`src/rtl/difo_buffer_if.sv`:
```
// Handshake bundle for difo_buffer: producer-side and consumer-side valid/ready/data.
// The slave modport is the buffer; the master modport is the producer/consumer pair.
interface difo_buffer_if #(
    parameter int DATA_BITS = 32
);
    logic                 in_valid_i;
    logic                 in_ready_o;
    logic [DATA_BITS-1:0] in_data_i;
    logic                 out_valid_o;
    logic                 out_ready_i;
    logic [DATA_BITS-1:0] out_data_o;

    modport slave (
        input  in_valid_i,
        input  in_data_i,
        input  out_ready_i,
        output in_ready_o,
        output out_valid_o,
        output out_data_o
    );

    modport master (
        output in_valid_i,
        output in_data_i,
        output out_ready_i,
        input  in_ready_o,
        input  out_valid_o,
        input  out_data_o
    );
endinterface

```
`src/rtl/difo_buffer.sv`:
```
// Run-time selectable FIFO/LIFO buffer with valid/ready handshakes and live occupancy.
// Define DIFO_ERR_FLAGS_EN to build the sticky overflow/underflow flags.
module difo_buffer #(
    parameter int DATA_BITS = 32,
    parameter int DEPTH     = 8,
    parameter int PTR_BITS  = $clog2(DEPTH),
    parameter int CNT_BITS  = $clog2(DEPTH) + 1
) (
    input  logic                clk,
    input  logic                rst,
    input  logic                clr_i,
    input  logic                mode_i,
    difo_buffer_if.slave        bus,
    output logic [CNT_BITS-1:0] count_o,
    output logic                mode_o,
    output logic                ovf_o,
    output logic                udf_o
);
    localparam logic [CNT_BITS-1:0] FULL_CNT = CNT_BITS'(DEPTH);

    logic [DATA_BITS-1:0] mem [DEPTH];

    logic [PTR_BITS-1:0] wr_ptr_q, wr_ptr_d;
    logic [PTR_BITS-1:0] rd_ptr_q, rd_ptr_d;
    logic [CNT_BITS-1:0] count_q, count_d;
    logic                mode_q, mode_d;

    logic                push, pop, empty;
    logic [PTR_BITS-1:0] top_ptr;
    logic [PTR_BITS-1:0] wr_addr;
    logic                wr_en;

    assign empty           = (count_q == '0);
    assign bus.in_ready_o  = (count_q != FULL_CNT);
    assign bus.out_valid_o = ~empty;
    assign push            = bus.in_valid_i & bus.in_ready_o;
    assign pop             = bus.out_valid_o & bus.out_ready_i;
    assign top_ptr         = wr_ptr_q - PTR_BITS'(1);

    // A LIFO push+pop overwrites the current top in place instead of growing the stack.
    assign wr_addr = (mode_q & pop) ? top_ptr : wr_ptr_q;
    assign wr_en   = push & ~clr_i;

    assign bus.out_data_o = empty  ? '0 :
                            mode_q ? mem[top_ptr] : mem[rd_ptr_q];

    assign count_o = count_q;
    assign mode_o  = mode_q;

    always_comb begin
        wr_ptr_d = wr_ptr_q;
        rd_ptr_d = rd_ptr_q;
        count_d  = count_q;
        mode_d   = mode_q;
        if (clr_i) begin
            wr_ptr_d = '0;
            rd_ptr_d = '0;
            count_d  = '0;
            mode_d   = mode_i;
        end else begin
            if (mode_q) begin
                if (push & ~pop) wr_ptr_d = wr_ptr_q + PTR_BITS'(1);
                if (pop & ~push) wr_ptr_d = top_ptr;
            end else begin
                if (push) wr_ptr_d = wr_ptr_q + PTR_BITS'(1);
                if (pop)  rd_ptr_d = rd_ptr_q + PTR_BITS'(1);
            end
            if (push & ~pop) count_d = count_q + CNT_BITS'(1);
            if (pop & ~push) count_d = count_q - CNT_BITS'(1);
            // Idle-while-empty: take the new mode and realign the read pointer,
            // since LIFO operation leaves rd_ptr stale.
            if (empty & ~push) begin
                mode_d   = mode_i;
                rd_ptr_d = wr_ptr_q;
            end
        end
    end

    always_ff @(posedge clk or posedge rst) begin
        if (rst) begin
            wr_ptr_q <= '0;
            rd_ptr_q <= '0;
            count_q  <= '0;
            mode_q   <= 1'b0;
        end else begin
            wr_ptr_q <= wr_ptr_d;
            rd_ptr_q <= rd_ptr_d;
            count_q  <= count_d;
            mode_q   <= mode_d;
        end
    end

    always_ff @(posedge clk) begin
        if (wr_en) mem[wr_addr] <= bus.in_data_i;
    end

`ifdef DIFO_ERR_FLAGS_EN
    logic ovf_q, ovf_d;
    logic udf_q, udf_d;

    always_comb begin
        ovf_d = ovf_q | (bus.in_valid_i & ~bus.in_ready_o);
        udf_d = udf_q | (bus.out_ready_i & ~bus.out_valid_o);
        if (clr_i) begin
            ovf_d = 1'b0;
            udf_d = 1'b0;
        end
    end

    always_ff @(posedge clk or posedge rst) begin
        if (rst) begin
            ovf_q <= 1'b0;
            udf_q <= 1'b0;
        end else begin
            ovf_q <= ovf_d;
            udf_q <= udf_d;
        end
    end

    assign ovf_o = ovf_q;
    assign udf_o = udf_q;
`else
    assign ovf_o = 1'b0;
    assign udf_o = 1'b0;
`endif
endmodule

```
`src/flat_wrapper.sv`:
```
// flat-port wrapper written by rule: the top's interface ports become plain ports
module difo_buffer_flat 
#(
    parameter int DATA_BITS = 32,
    parameter int DEPTH     = 8,
    parameter int PTR_BITS  = $clog2(DEPTH),
    parameter int CNT_BITS  = $clog2(DEPTH) + 1
)
  (clk, rst, clr_i, mode_i, count_o, mode_o, ovf_o, udf_o, bus_in_valid_i, bus_in_data_i, bus_out_ready_i, bus_in_ready_o, bus_out_valid_o, bus_out_data_o);
  difo_buffer_if #(.DATA_BITS(DATA_BITS)) bus_i ();
  input  logic clk;
  input  logic rst;
  input  logic clr_i;
  input  logic mode_i;
  output logic [CNT_BITS-1:0] count_o;
  output logic mode_o;
  output logic ovf_o;
  output logic udf_o;
  input wire logic [$bits(bus_i.in_valid_i)-1:0] bus_in_valid_i;
  input wire logic [$bits(bus_i.in_data_i)-1:0] bus_in_data_i;
  input wire logic [$bits(bus_i.out_ready_i)-1:0] bus_out_ready_i;
  output wire logic [$bits(bus_i.in_ready_o)-1:0] bus_in_ready_o;
  output wire logic [$bits(bus_i.out_valid_o)-1:0] bus_out_valid_o;
  output wire logic [$bits(bus_i.out_data_o)-1:0] bus_out_data_o;
  assign bus_i.in_valid_i = bus_in_valid_i;
  assign bus_i.in_data_i = bus_in_data_i;
  assign bus_i.out_ready_i = bus_out_ready_i;
  assign bus_in_ready_o = bus_i.in_ready_o;
  assign bus_out_valid_o = bus_i.out_valid_o;
  assign bus_out_data_o = bus_i.out_data_o;
  difo_buffer #(.DATA_BITS(DATA_BITS), .DEPTH(DEPTH), .PTR_BITS(PTR_BITS), .CNT_BITS(CNT_BITS)) u_core (.clk(clk), .rst(rst), .clr_i(clr_i), .mode_i(mode_i), .bus(bus_i), .count_o(count_o), .mode_o(mode_o), .ovf_o(ovf_o), .udf_o(udf_o));
endmodule
```
`config.mk`:
```
export PLATFORM = sky130hd
export DESIGN_NAME = difo_buffer_flat
export DESIGN_NICKNAME = d
export VERILOG_FILES = /design/src/rtl/difo_buffer_if.sv /design/src/rtl/difo_buffer.sv /design/src/flat_wrapper.sv
export SDC_FILE = /design/constraint.sdc
export NUM_CORES = 1
export LEC_CHECK = 0
export BUFFER_PORTS_ARGS = -buffer_cell sky130_fd_sc_hd__buf_2
export CAP_MARGIN = 10
export CELL_PAD_IN_SITES_DETAIL_PLACEMENT = 1
export CELL_PAD_IN_SITES_GLOBAL_PLACEMENT = 1
export CORE_UTILIZATION = 34
export DETAILED_ROUTE_END_ITERATION = 10
export PLACE_DENSITY_LB_ADDON = 0.1
export SLEW_MARGIN = 20
export SYNTH_ARGS = -nofsm -noshare
export SYNTH_HDL_FRONTEND = slang
export SYNTH_SLANG_ARGS = --single-unit
```
`constraint.sdc`:
```
create_clock -name clk -period 5.6 [get_ports clk]
set_clock_uncertainty 0.2 [all_clocks]
set_input_delay 0 -clock clk [delete_from_list [all_inputs] [get_ports clk]]
set_output_delay 0 -clock clk [all_outputs]
set_load 0.02 [all_outputs]
```
==> flow_summary.ini <==
[status]
status = finished clean

[clock_network]
clk_pin_slew_ns = 0.06
cts_tree = done
post_cts_buffers = 0
postCtsHoldBufs = 43
cts.sinks = 267
h-tree-depth = 1
clock-root-buffer = clkbuf_16
clock_latency_ns = 0.55
clk_path_buf_depth = 3
cts_buffers = 29
cts_resized = 0

[setup_path]
cp-end-kind = register
critical_path_required_ns = 5.57
max_stage_delay_ns = 1.07
crit_type = reg2reg
critPathLaunchType = register
worstPathArrival_ns = 3.99
rr_worst_depth = 5
cp_common_cell = inv_1
crit_fanout = 69
r2r_setup_slack_ns = 1.58
r2r_end = u_core.mem[0][3]
rr_startpoint = u_core.wr_ptr_q[0]
crit_chain = inv_1 > ha_4 > inv_1 > o31ai_1 > and3_2
crit_slowest_cell = ha_4

[floorplanning]
rows = 70
core_mm2 = 0.03661
io_pins = 79
dieArea_mm2 = 0.03800
dieWidth_um = 194.9
initial_core_util_pct = 34.57
die_y_um = 194.9

[cells_and_area]
finalCoreUtilization_pct = 41.24
diodes = 0
layout_common_cells = edfxtp_1, mux4_2, buf_2, mux2i_1, dlygate4sd3_1
drive_gt1_share_pct = 37.69
fin_nets = 800
syn_to_final_growth_pct = 19.30
mostFrequentLayoutCell = edfxtp_1

[global_routing]
grt_pass1_vias = 7812
grt-ovfl-total = 0
grt_usage_pct = 17.29
grt_pass1_wl_mm = 49.24
grt_max_degree = 70
antenna_found_initial = 0

[place]
dp_hpwl_mm = 18.87
dpl_worst_slack_ns = 1.452
gp_congestion = 0.7168
io_buffer_count = 76

[synth]
syn_inst = 637
yosysUniqueCellTypes = 55
synth-main-ff-cell = edfxtp_1
syn_area_mm2 = 0.01266
synth_edf_count = 256
avgSynthCellArea_um2 = 19.87
yosysSeqAreaShare_pct = 62.91
synth-seq-cells = 267
async_flop_share_pct = 4.120
yosysWarningCount = 0

[min_path]
hold_path_end = u_core.mem[7][23]
hold_path_startpoint = bus_in_data_i[23]
whs_path_depth = 2
hp-class = in2reg

[power_and_ir_drop]
static-leakage-power_nw = 4.937
max-vdd-ir-drop_v = 0.0004366
power_density_mw_per_mm2 = 556.8
power_w = 0.008407

[timing]
finalSetupViolations = 0
worst_pin_slew_ns = 1.127
post-route-period-util_pct = 71.78
hold_violations = 0
fin_crit_ns = 4.020
fmax_mhz = 248.8
rsz0062_at_grt = no
slew_headroom_pct = 24.87
holdWs_ns = 0.05653
report.final.slew_viol_count = 0
fin_ws_ns = 1.580
fin_tns_setup_ns = 0

[detailed_routing]
wl_per_cell_um = 25.95
drcViolationCount = 0
vias = 7011
via_per_inst = 5.618
antenna_left = 0
drt_iter0_drc = 520
drt_wl_total_mm = 32.39
firstDrtPassIters = 5

[flow_run]
max-cap-violations = 0
[layer usage]
metal | global-route usage (%) | routed length, µm
met5 | 0 | 0
met4 | 5.191 | 781
met3 | 2.377 | 1353
met2 | 29.19 | 15860
met1 | 23.20 | 14400
[final cells by class]
| class | count | area (µm²) |
|---|---|---|
| flip-flops and latches | 267 | 7973 |
| well taps | 468 | 585.6 |
| clock buffers | 31 | 733.2 |
| fillers | 3528 | 21510 |
| clock inverters | 23 | 281.5 |
| repair buffers | 137 | 985.9 |
| inverters | 8 | 30.03 |
| multi-input cells | 314 | 4511 |
[report_power, final]
group | leakage (nW) | switching, W | internal (W) | total, W
combinational | 2.00 | 0.00205 | 0.00170 | 0.00375
sequential | 2.45 | 0.000250 | 0.00239 | 0.00264
clock | 0.486 | 0.000783 | 0.00123 | 0.00201
[synth_stat cells, types with 2 or more instances]
| cell | instances | area [µm²] |
|---|---|---|
| mux2_1 | 3 | 33.78 |
| clkbuf_1 | 19 | 71.32 |
| mux4_2 | 128 | 2883 |
| o22ai_1 | 33 | 206.5 |
| o41ai_4 | 2 | 55.05 |
| mux2i_1 | 64 | 640.6 |
| nand3b_1 | 2 | 15.01 |
| nand2b_1 | 2 | 12.51 |
| and3b_1 | 2 | 17.52 |
| o31a_1 | 2 | 17.52 |
| a21oi_1 | 4 | 20.02 |
| a31oi_1 | 2 | 12.51 |
| a211oi_1 | 2 | 15.01 |
| or3_1 | 3 | 18.77 |
| nor3_1 | 8 | 40.04 |
| and3_1 | 2 | 12.51 |
| nand3_1 | 3 | 15.01 |
| buf_4 | 4 | 30.03 |
| xnor2_1 | 2 | 17.52 |
| o211ai_1 | 2 | 15.01 |
| nand2_1 | 3 | 11.26 |
| o21ai_0 | 4 | 20.02 |
| edfxtp_1 | 256 | 7687 |
| inv_1 | 7 | 26.28 |
| buf_2 | 21 | 105.1 |
| ha_1 | 5 | 62.56 |
| dfrtp_1 | 11 | 275.3 |
| nor2_1 | 11 | 41.29 |
| buf_1 | 4 | 15.01 |
[flip-flops by register name, indices dropped and copies added, names as in the netlist]
| signal | flops |
|---|---|
| u_core.mem | 256 |
| u_core.rd_ptr_q | 3 |
| u_core.count_o | 4 |
| u_core.mode_o | 1 |
| u_core.wr_ptr_q | 3 |
[worst max-delay path: cells and delay by family (launching register included)]
kind	cells	cell delay (ns)
AND/OR/NAND/NOR	1	0.93
flip-flops	1	0.72
AO/OA/AOI/OAI	1	0.33
adder cells (fa/ha/maj)	1	1.07
buffers and inverters	2	0.36
[through the flow]
stage               instances  area (µm²)
floorplan                 638       12660
detailed placement       1149       13600
finish                   1248       15100
global route             1248       15100
CTS                      1246       15040
global placement         1149       13600
[worst max-delay path by stage]
stage / slack (ns) / from / end
floorplan: 0.49 / u_core.wr_ptr_q[0] / u_core.mem[4][0]
global placement: 1.47 / u_core.wr_ptr_q[0] / u_core.mem[0][19]
detailed placement: 1.45 / u_core.wr_ptr_q[0] / u_core.mem[0][19]
CTS: 1.41 / u_core.wr_ptr_q[0] / u_core.mem[6][13]
global route: 1.23 / u_core.wr_ptr_q[0] / u_core.mem[0][5]
finish: 1.58 / u_core.wr_ptr_q[0] / u_core.mem[0][3]
[logic make-up after synthesis]
kind of cell,Yosys count,share of synthesized area (%)
flip-flops,267,62.91
multiplexers,196,28.22
AO/OA/AOI/OAI,61,3.628
buffers and inverters,57,2.076
AND/OR/NAND/NOR,44,2.086
adder cells (fa/ha/maj),6,0.5832
XOR/XNOR,5,0.4647
other,1,0.02963
(Power assumes the default switching activity.)
